===== src/rtl/dmem_arb_pkg.sv =====
// Shared types and constants for the two-port data-memory arbiter.
package dmem_arb_pkg;

  typedef enum logic [1:0] {
    StIdle,
    StAccess,
    StResp
  } arb_state_e;

  localparam logic Port0 = 1'b0;
  localparam logic Port1 = 1'b1;

  localparam int unsigned DefaultWordDepth = 64;

endpackage


===== src/rtl/dmem_arb_pick.sv =====
// Combinational winner selection between the two requesters.
// DMEM_ARB_RR_EN selects round-robin; otherwise port 0 has fixed priority.
module dmem_arb_pick
  import dmem_arb_pkg::*;
(
  input  logic req0,
  input  logic req1,
`ifdef DMEM_ARB_RR_EN
  input  logic last_grant,
`endif
  output logic any_req,
  output logic winner
);

  always_comb begin
    any_req = req0 | req1;
`ifdef DMEM_ARB_RR_EN
    // On a tie the port not granted last goes first.
    if (req0 && req1) begin
      winner = ~last_grant;
    end else begin
      winner = req1 ? Port1 : Port0;
    end
`else
    winner = req0 ? Port0 : Port1;
`endif
  end

endmodule


===== src/rtl/dmem_arbiter.sv =====
// Two-port data-memory arbiter: one access per IDLE/ACCESS/RESP round.
// DMEM_ARB_RR_EN enables round-robin arbitration (default: fixed priority).
module dmem_arbiter
  import dmem_arb_pkg::*;
#(
  parameter int unsigned ADDR_W     = 32,
  parameter int unsigned DATA_W     = 32,
  parameter int unsigned WORD_DEPTH = DefaultWordDepth
) (
  input  logic              clock,
  input  logic              reset,
  input  logic              req0,
  input  logic              req1,
  input  logic              we0,
  input  logic              we1,
  input  logic [ADDR_W-1:0] addr0,
  input  logic [ADDR_W-1:0] addr1,
  input  logic [DATA_W-1:0] wdata0,
  input  logic [DATA_W-1:0] wdata1,
  output logic              ack0,
  output logic              ack1,
  output logic              err0,
  output logic              err1,
  output logic [DATA_W-1:0] rdata,
  output logic              mem_read,
  output logic              mem_write,
  output logic [ADDR_W-1:0] mem_addr,
  output logic [DATA_W-1:0] mem_wdata,
  input  logic [DATA_W-1:0] mem_rdata
);

  arb_state_e state_q, state_d;
  logic win_q, we_q, err_q;
  logic [ADDR_W-1:0] mem_addr_q;
  logic [DATA_W-1:0] mem_wdata_q, rdata_q;

  logic any_req, winner, sel_we, sel_err;
  logic [ADDR_W-1:0] sel_addr;
  logic [DATA_W-1:0] sel_wdata;

`ifdef DMEM_ARB_RR_EN
  logic last_q;
`endif

  dmem_arb_pick u_pick (
    .req0      (req0),
    .req1      (req1),
`ifdef DMEM_ARB_RR_EN
    .last_grant(last_q),
`endif
    .any_req   (any_req),
    .winner    (winner)
  );

  always_comb begin
    sel_we    = (winner == Port1) ? we1 : we0;
    sel_addr  = (winner == Port1) ? addr1 : addr0;
    sel_wdata = (winner == Port1) ? wdata1 : wdata0;
    sel_err   = (sel_addr[1:0] != 2'b00) ||
                (64'(sel_addr[ADDR_W-1:2]) >= 64'(WORD_DEPTH));
  end

  always_comb begin
    state_d = state_q;
    unique case (state_q)
      StIdle:   if (any_req) state_d = StAccess;
      StAccess: state_d = StResp;
      StResp:   state_d = StIdle;
      default:  state_d = StIdle;
    endcase
  end

  always_comb begin
    mem_read  = (state_q == StAccess) && !we_q && !err_q;
    mem_write = (state_q == StAccess) && we_q && !err_q;
    mem_addr  = mem_addr_q;
    mem_wdata = mem_wdata_q;
    ack0      = (state_q == StResp) && (win_q == Port0);
    ack1      = (state_q == StResp) && (win_q == Port1);
    err0      = ack0 && err_q;
    err1      = ack1 && err_q;
    rdata     = rdata_q;
  end

  always_ff @(posedge clock) begin
    if (reset) begin
      state_q     <= StIdle;
      win_q       <= Port0;
      we_q        <= 1'b0;
      err_q       <= 1'b0;
      mem_addr_q  <= '0;
      mem_wdata_q <= '0;
      rdata_q     <= '0;
`ifdef DMEM_ARB_RR_EN
      last_q      <= Port1;
`endif
    end else begin
      state_q <= state_d;
      // The memory-side address/data registers double as the held request fields.
      if (state_q == StIdle && any_req) begin
        win_q       <= winner;
        we_q        <= sel_we;
        err_q       <= sel_err;
        mem_addr_q  <= sel_addr;
        mem_wdata_q <= sel_wdata;
`ifdef DMEM_ARB_RR_EN
        last_q      <= winner;
`endif
      end
      if (state_q == StAccess) begin
        rdata_q <= (!we_q && !err_q) ? mem_rdata : '0;
      end
    end
  end

endmodule


===== config.mk =====
export PLATFORM = sky130hd
export DESIGN_NAME = dmem_arbiter
export DESIGN_NICKNAME = d
export VERILOG_FILES = /design/src/rtl/dmem_arb_pkg.sv /design/src/rtl/dmem_arb_pick.sv /design/src/rtl/dmem_arbiter.sv
export SDC_FILE = /design/constraint.sdc
export NUM_CORES = 1
export LEC_CHECK = 0
export ABC_CLOCK_PERIOD_IN_PS = 2400
export CAP_MARGIN = 20
export CORE_ASPECT_RATIO = 0.75
export CORE_MARGIN = 4
export CORE_UTILIZATION = 40
export DETAILED_ROUTE_END_ITERATION = 7
export GPL_ROUTABILITY_DRIVEN = 0
export GPL_TIMING_DRIVEN = 0
export PLACE_DENSITY_LB_ADDON = 0.1
export SYNTH_ARGS = -nofsm -noshare
export SYNTH_HDL_FRONTEND = slang
export SYNTH_HIERARCHICAL = 1
export SYNTH_SLANG_ARGS = --single-unit
export TNS_END_PERCENT = 30

===== constraint.sdc =====
create_clock -name clock -period 2.4 [get_ports clock]
set_clock_uncertainty 0.2 [all_clocks]
set_input_delay 0.48 -clock clock [delete_from_list [all_inputs] [get_ports clock]]
set_output_delay 0.48 -clock clock [all_outputs]
set_load 0.02 [all_outputs]

==> metrics.yaml, run 1 <==
power_and_ir_drop:
  cellPowerDensity_mw_per_mm2: 649.3
  share_clk_of_total_power: 0.326
  sequentialPowerShare: 0.400
  combPwrFrac: 0.274
  power_leakage_nw: 2.923
  switching_share_of_power: 0.2804
  power_w: 0.004806
  power_switching_w: 0.001348
  vdd_drop_max_uv: 363.2
  p_int_w: 0.003458
flow_run:
  drv.max_cap_violation_count: 0
clock_network:
  clock_tree.buffer_depth: 2
  cts-root-buf: "sky130_fd_sc_hd__clkbuf_16"
  cts_inserted_buffers: 9
  worstSkewPairLatency_ps: 340
  clk_pin_slew_worst_paths_ps: 70
  number_of_sinks_on_the_clock_net: 101
  cts.htree.levels: 3
  tritoncts_clock_tree: "yes"
placement:
  placed_instance_area_mm2: 0.007077
  hpwl_um: 12160
  dpl_worst_slack_ps: -122.3
  quantity_of_i_o_buffers_inserted_on_ports: 266
  placed_cells: 841
timing:
  setup_ws_ps: 86.06
  timing.hold.ws_ps: 299.8
  setup_violations: 0
  achievable-frequency_ghz: 0.4322
  final_period_minus_worst_setup_slack_ps: 2314
  slew_viol_final: 0
  grt_setup_unrepaired: "true"
  timing.max_slew.rel_slack: 0.6412
  finalHoldViolations: 0
  post-route-period-util: 0.9641
  tightest_slew_ps: 533.3
setup_path:
  timing_worst_setup_path_type: "register to output pin"
  setup.worst_path.start_class: "register"
  worst-endpoint-required_ps: 1720
  worst_setup_path_end_kind: "output pin"
  critPathMaxFanout: 4
  cp.arrival_ps: 1630
synthesis:
  synth.area.mux_share: 0.1557
  synth_xor_area_frac: 0
  synth_simple_gate_area_frac: 0.1394
  dominant_combinational_cell_family_by_area_after_synthesis: "compound AO/OA/AOI/OAI gates"
  synth-edff-count: 0
  post_synth_num_cell_types: 26
  synth_compound_gate_area_share: 0.1757
  synth_cells: 439
  synthDominantAreaCellType: "sky130_fd_sc_hd__dfxtp_1"
  synth_flop_cell: "sky130_fd_sc_hd__dfxtp_1"
  syn-mean-instance-area_um2: 9.668
  postSynth.asyncResetShare: 0
  mappedNetlistArea_mm2: 0.004244
  synthDominantCellAreaShare: 0.4764
  synth.area.top_cells: "sky130_fd_sc_hd__dfxtp_1 (48%), sky130_fd_sc_hd__mux2i_1 (16%), sky130_fd_sc_hd__a211oi_1 (12%), sky130_fd_sc_hd__nor2_1 (8.9%), sky130_fd_sc_hd__a22oi_1 (5.7%)"
  yosys_warnings: 6
  yosys-top-cells-count: "sky130_fd_sc_hd__dfxtp_1 (101), sky130_fd_sc_hd__nor2_1 (101), sky130_fd_sc_hd__a211oi_1 (66), sky130_fd_sc_hd__mux2i_1 (66), sky130_fd_sc_hd__a22oi_1 (32)"
  yosys_register_bits: 101
  synth_nets: 605
  post_synth_fa_ha_maj_area_fraction: 0
  synth_sequential_area_ratio: 0.4764
layout:
  layout.nets: 883
  antenna_cells: 0
  layout-drive-gt1-share: 0.06925
  area_delta_synth_final_pct: 74.41
  fin_area_mm2: 0.007402
  finalNonFillerCells: 858
routing:
  routed_via_density: 5.127
  detail_route.wl_per_cell_um: 17.59
  drt-pass1-iter-count: 5
  drtIter0Drc: 260
  post-route-drc-count: 0
  route.final.wire_length_um: 15100
  route.vias.total: 4399
  route.antenna.remaining_nets: 0
die:
  coreArea_mm2: 0.01033
  dieWidth_um: 126.9
  start_util: 0.4109
  design.portCount: 268
  floorplan.rows: 32
  die_area_mm2: 0.01234
  die_height_um: 97.21
run_status:
  status: "completed"
hold_path:
  worst_hold_path_type: "register to register"
global_route:
  grt_remaining_overflow: 0
  grt_first_pass_wirelength_um: 23820
  global_route.usage.total: 0.2415
  vias_in_the_first_global_route: 4542
  number_of_antenna_violations_at_the_first_check_in_global_routing: 0
  grt_max_degree: 17
critical path, stage by stage (launching register included):
cell                              delay, ps
sky130_fd_sc_hd__dfxtp_1                330
sky130_fd_sc_hd__and3b_1                230
sky130_fd_sc_hd__and2_1                 130
sky130_fd_sc_hd__clkdlybuf4s50_1        610
area by class of cell:
cell class	instances	area, um2
plain buffers	41	221.5
well taps	136	170.2
repair buffers	267	2661
inverters	1	3.754
fillers	775	2928
flip-flops and latches	101	2022
multi-input cells	296	1998
clock inverters	6	86.33
clock buffers	10	239.0
power groups by stage:
stage / Sequential, W / Clock, W / Combinational [W]
floorplan: 0.00213 / 0 / 0.000419
global placement: 0.00195 / 0 / 0.00130
detailed placement: 0.00196 / 0 / 0.00132
CTS: 0.00192 / 0.00159 / 0.00133
global route: 0.00194 / 0.00166 / 0.00142
finish: 0.00192 / 0.00157 / 0.00132
worst paths after layout:
path | slack, ps | start | cells after the start | end
min reg2reg | 300 | mem_wdata[21] | 2 | mem_wdata[21]
min | 300 | mem_wdata[21] | 2 | mem_wdata[21]
max | 90 | state_q[0] | 3 | err1
max reg2reg | 680 | state_q[1] | 5 | mem_addr[4]
cell families (layout without fill, tap and decap cells):
logic type,after synthesis,count (layout)
flip-flops,101,101
buffers and inverters,42,325
multiplexers,66,66
AO/OA/AOI/OAI,99,99
AND/OR/NAND/NOR,131,131
layer usage:
layer / track usage / wire, um
met4: 0.07255 / 329
met5: 0 / 0
met3: 0.08022 / 1354
met1: 0.2915 / 6273
met2: 0.4077 / 7137
registers in the layout (all words and copies together), names as in the netlist:
register / flops
mem_addr: 32
mem_wdata: 32
rdata: 32
state_q: 2
err_q: 1
we_q: 1
win_q: 1
layout by cell type (no fill, tap or decap), types with 4 or more instances in the layout:
cell	netlist	final
sky130_fd_sc_hd__nor4_1	9	9
sky130_fd_sc_hd__buf_6	4	4
sky130_fd_sc_hd__a211oi_1	66	66
sky130_fd_sc_hd__a22oi_1	32	32
sky130_fd_sc_hd__mux2i_1	66	66
sky130_fd_sc_hd__dfxtp_1	101	101
sky130_fd_sc_hd__buf_4	3	4
sky130_fd_sc_hd__clkdlybuf4s50_1	0	262
sky130_fd_sc_hd__nor2_1	101	101
sky130_fd_sc_hd__buf_2	20	22
sky130_fd_sc_hd__clkbuf_16	0	9
sky130_fd_sc_hd__clkbuf_1	14	13
metrics by stage:
stage | utilization | setup TNS (ps)
finish | 0.7166 | 0
global route | 0.7166 | -25.69
CTS | 0.7168 | 0
detailed placement | 0.6851 | -174.8
global placement | 0.6851 | -186.7
floorplan | - | 0
timing repair:
action,in CTS,in global routing
pin swaps,1,0
endpoints found under the hold margin,0,0
gates resized for setup,9,3
buffers inserted,1,0
cloned,0,0
setup endpoints to repair,3,3
hold buffers,0,0
Note: power is estimated with default switching activity, not from simulation.
==> run 2: changes to the inputs <==
--- a/config.mk
+++ b/config.mk
@@ -6,7 +6,6 @@
 export NUM_CORES = 1
 export LEC_CHECK = 0
 export ABC_CLOCK_PERIOD_IN_PS = 2400
-export CAP_MARGIN = 20
 export CORE_ASPECT_RATIO = 0.75
 export CORE_MARGIN = 4
 export CORE_UTILIZATION = 40
==> results of run 2 <==
No change in the layout: final DEF, timing and power equal those of run 1.
==> run 3: changes to the inputs <==
--- a/config.mk
+++ b/config.mk
@@ -13,8 +13,8 @@
 export GPL_ROUTABILITY_DRIVEN = 0
 export GPL_TIMING_DRIVEN = 0
 export PLACE_DENSITY_LB_ADDON = 0.1
+export SLEW_MARGIN = 15
 export SYNTH_ARGS = -nofsm -noshare
 export SYNTH_HDL_FRONTEND = slang
-export SYNTH_HIERARCHICAL = 1
 export SYNTH_SLANG_ARGS = --single-unit
 export TNS_END_PERCENT = 30
==> metrics.yaml, run 3 <==
run_status:
  status: "completed"
routing:
  drtIter0Drc: 167  # -36%
  post-route-drc-count: 0  # unchanged
  routed_via_density: 5.158  # +0.61%
  route.vias.total: 4405  # +0.14%
  detail_route.wl_per_cell_um: 18.44  # +4.8%
  route.final.wire_length_um: 15750  # +4.3%
  drt-pass1-iter-count: 4  # -1
  route.antenna.remaining_nets: 0  # unchanged
global_route:
  met1_track_utilization_from_global_routing: 0.2887  # -0.002806
  grt_first_pass_wirelength_um: 23900  # +0.35%
  number_of_antenna_violations_at_the_first_check_in_global_routing: 0  # unchanged
  grt_remaining_overflow: 0  # unchanged
  grt-busiest-layer: "met2"
  global_route.usage.total: 0.2354  # -0.006072
  gr-usage-met3: 0.06555  # -0.01467
  global_route.usage.met2: 0.4080  # about the same
  vias_in_the_first_global_route: 4555  # +0.29%
  grt_max_degree: 16  # -1
synthesis:
  post_synth_num_cell_types: 28  # +7.7%
  yosys_register_bits: 101  # unchanged
  synth.area.top_cells: "sky130_fd_sc_hd__dfxtp_1 (46%), sky130_fd_sc_hd__mux2i_1 (14%), sky130_fd_sc_hd__nor2_1 (7.8%), sky130_fd_sc_hd__a211oi_1 (7.1%), sky130_fd_sc_hd__a211oi_2 (6.8%)"
  synthDominantCellAreaShare: 0.4574  # -0.01901
  synth_flop_cell: "sky130_fd_sc_hd__dfxtp_1"
  synth_cells: 438  # -0.23%
  synth_nets: 604  # -0.17%
  yosys-top-cells-count: "sky130_fd_sc_hd__dfxtp_1 (101), sky130_fd_sc_hd__nor2_1 (92), sky130_fd_sc_hd__mux2i_1 (64)"
  synth-edff-count: 0  # unchanged
  yosys_warnings: 0  # -6
  synth_sequential_area_ratio: 0.4574  # -0.01901
  syn-mean-instance-area_um2: 10.09  # +4.4%
  postSynth.asyncResetShare: 0  # unchanged
  yosysMostFrequentCell: "sky130_fd_sc_hd__dfxtp_1"
  mappedNetlistArea_mm2: 0.004420  # +4.2%
  synthDominantAreaCellType: "sky130_fd_sc_hd__dfxtp_1"
layout:
  multi_input_comb_area_mm2: 0.002121  # +6.1%
  layout-drive-gt1-share: 0.1142  # +0.04495
  final_cell_mix: "sky130_fd_sc_hd__clkdlybuf4s50_1 (260), sky130_fd_sc_hd__dfxtp_1 (101), sky130_fd_sc_hd__nor2_1 (92), sky130_fd_sc_hd__mux2i_1 (64), sky130_fd_sc_hd__a211oi_1 (42)"
  fillCellCount: 795  # +2.6%
  regArea_mm2: 0.002022  # unchanged
  final_common_cell: "sky130_fd_sc_hd__clkdlybuf4s50_1"
  antenna_cells: 0  # unchanged
  fin_area_mm2: 0.007541  # +1.9%
  layout.nets: 881  # -0.23%
  area_delta_synth_final_pct: 70.59
die:
  coreArea_mm2: 0.01053  # +1.9%
  design.portCount: 268  # unchanged
  die_area_mm2: 0.01281  # +3.9%
  start_util: 0.4198  # +0.008943
  floorplan.rows: 32  # unchanged
  dieWidth_um: 129.4  # +1.9%
  die_height_um: 99.04  # +1.9%
setup_path:
  r2r-start: "state_q[1]"
  crit_path_top_delay_cell: "sky130_fd_sc_hd__dfxtp_1"
  crit_path_frequent_cell: "sky130_fd_sc_hd__buf_2"
  max_stage_delay_ps: 340  # -270 ps
  path_depth_of_the_worst_reg2reg_path: 7  # +2
  worst-endpoint-required_ps: 1720  # about the same
  rr_endpoint: "rdata[1]"
  worst_setup_path_end_kind: "output pin"
  r2r_setup_slack_ps: 710  # +30 ps
  timing_worst_setup_path_type: "register to output pin"
  cp.arrival_ps: 1570  # -60 ps
  crit_path_cell_trace: "nand2b_1 -> buf_2 -> nor3_4 -> buf_6 -> buf_2"
  setup.worst_path.start_class: "register"
  critPathMaxFanout: 10  # +6
hold_path:
  min_from: "mem_addr[30]"
  worst_hold_path_type: "register to register"
  worst_hold_path.endpoint: "mem_addr[30]"
  hold_path_depth: 2  # unchanged
clock_network:
  clk_pin_slew_worst_paths_ps: 60  # about the same
  cts.htree.levels: 3  # unchanged
  cts-root-buf: "sky130_fd_sc_hd__clkbuf_16"
  tritoncts_clock_tree: "yes"
  number_of_sinks_on_the_clock_net: 101  # unchanged
  worstSkewPairLatency_ps: 330  # about the same
  cts_inserted_buffers: 9  # unchanged
  clock_tree.buffer_depth: 2  # unchanged
  post_cts_hold_buffer_count: 0  # unchanged
timing:
  grt_setup_unrepaired: "false"
  post-route-period-util: 0.9393  # -0.02487
  fin_tns_setup_ps: 0  # unchanged
  finalHoldViolations: 0  # unchanged
  tightest_slew_ps: 731.4  # +198.1 ps
  slew_viol_final: 0  # unchanged
  setup_violations: 0  # unchanged
  final_period_minus_worst_setup_slack_ps: 2254  # -59.68 ps
  achievable-frequency_ghz: 0.4436  # +2.6%
  timing.max_slew.rel_slack: 0.5124  # -0.1288
power_and_ir_drop:
  power_leakage_nw: 2.949  # +0.87%
  power_w: 0.004751  # -1.2%
  cellPowerDensity_mw_per_mm2: 630.0  # -3.0%
  vdd_drop_max_uv: 408.4  # +12%
flow_run:
  drv.max_cap_violation_count: 0  # unchanged
placement:
  hpwl_um: 12620  # +3.8%
  quantity_of_i_o_buffers_inserted_on_ports: 265  # -0.38%
  placed_instance_area_mm2: 0.007243  # +2.4%
-- run 3: cell types whose count changed in the layout (fill, tap and decap cells not counted), sizes merged, moves of 2 or more --
cell / delta
nand2: -3
a21oi: +2
buf: -2
clkbuf: +2
clkdlybuf4s50: -2
clkinv: -2
mux2i: -2
nand3: +2
nor2: +2
-- run 3: through the flow --
step	util	setup WS, ps	instances	hold slack, ps
floorplan	-	399.0	438	302.6
detailed placement	0.6879	-23.36	839	288.1
global route	0.7161	32.81	854	320.7
CTS	0.7155	5.119	854	298.2
global placement	0.6879	-1.395	839	278.3
finish	0.7161	145.7	854	293.5
-- run 3: worst max-delay path by stage --
| stage | to | slack, ps | startpoint |
|---|---|---|---|
| floorplan | mem_write | 400 | state_q[1] |
| global placement | mem_read | -1 | state_q[1] |
| detailed placement | mem_read | -20 | state_q[1] |
| CTS | mem_write | 5 | state_q[1] |
| global route | mem_write | 30 | state_q[1] |
| finish | mem_read | 150 | state_q[1] |
-- run 3: layer usage --
layer / routed length, um / vias to the layer above / share of wire
met5: 0 / - / 0
met4: 304 / 0 / 0.019
met3: 1369 / 23 / 0.087
met2: 7631 / 191 / 0.48
met1: 6444 / 2038 / 0.41
li1: - / 2153 / -
-- run 3: logic make-up after synthesis --
family / share of synthesized area
AND/OR/NAND/NOR: 0.1347
buffers and inverters: 0.06397
multiplexers: 0.1449
AO/OA/AOI/OAI: 0.1990
flip-flops: 0.4574
-- run 3: repair_timing --
item                                    in CTS  in global routing
endpoints found under the hold margin        0                  0
resized for setup                            9                  5
setup buffers                                1                  0
pin swaps                                    1                  1
endpoints found under the setup margin       3                  3
-- run 3: final cells by class --
cell class,count,area share
multi-input cells,296,0.2812
repair buffers,266,0.3519
clock inverters,4,0.006637
plain buffers,41,0.03783
clock buffers,10,0.03169
well taps,136,0.02257
flip-flops and latches,101,0.2681
-- run 3: power breakdown --
group	internal, W	leakage, nW	switching (W)
Combinational	0.000731	1.98	0.000672
Sequential	0.00183	0.834	0.0000925
Clock	0.000823	0.136	0.000598
-- run 3: critical path, delay by kind of cell (launching register included) --
kind	cells	cell delay, ps
buf+inv	3	520
simple gates	2	370
flops	1	340
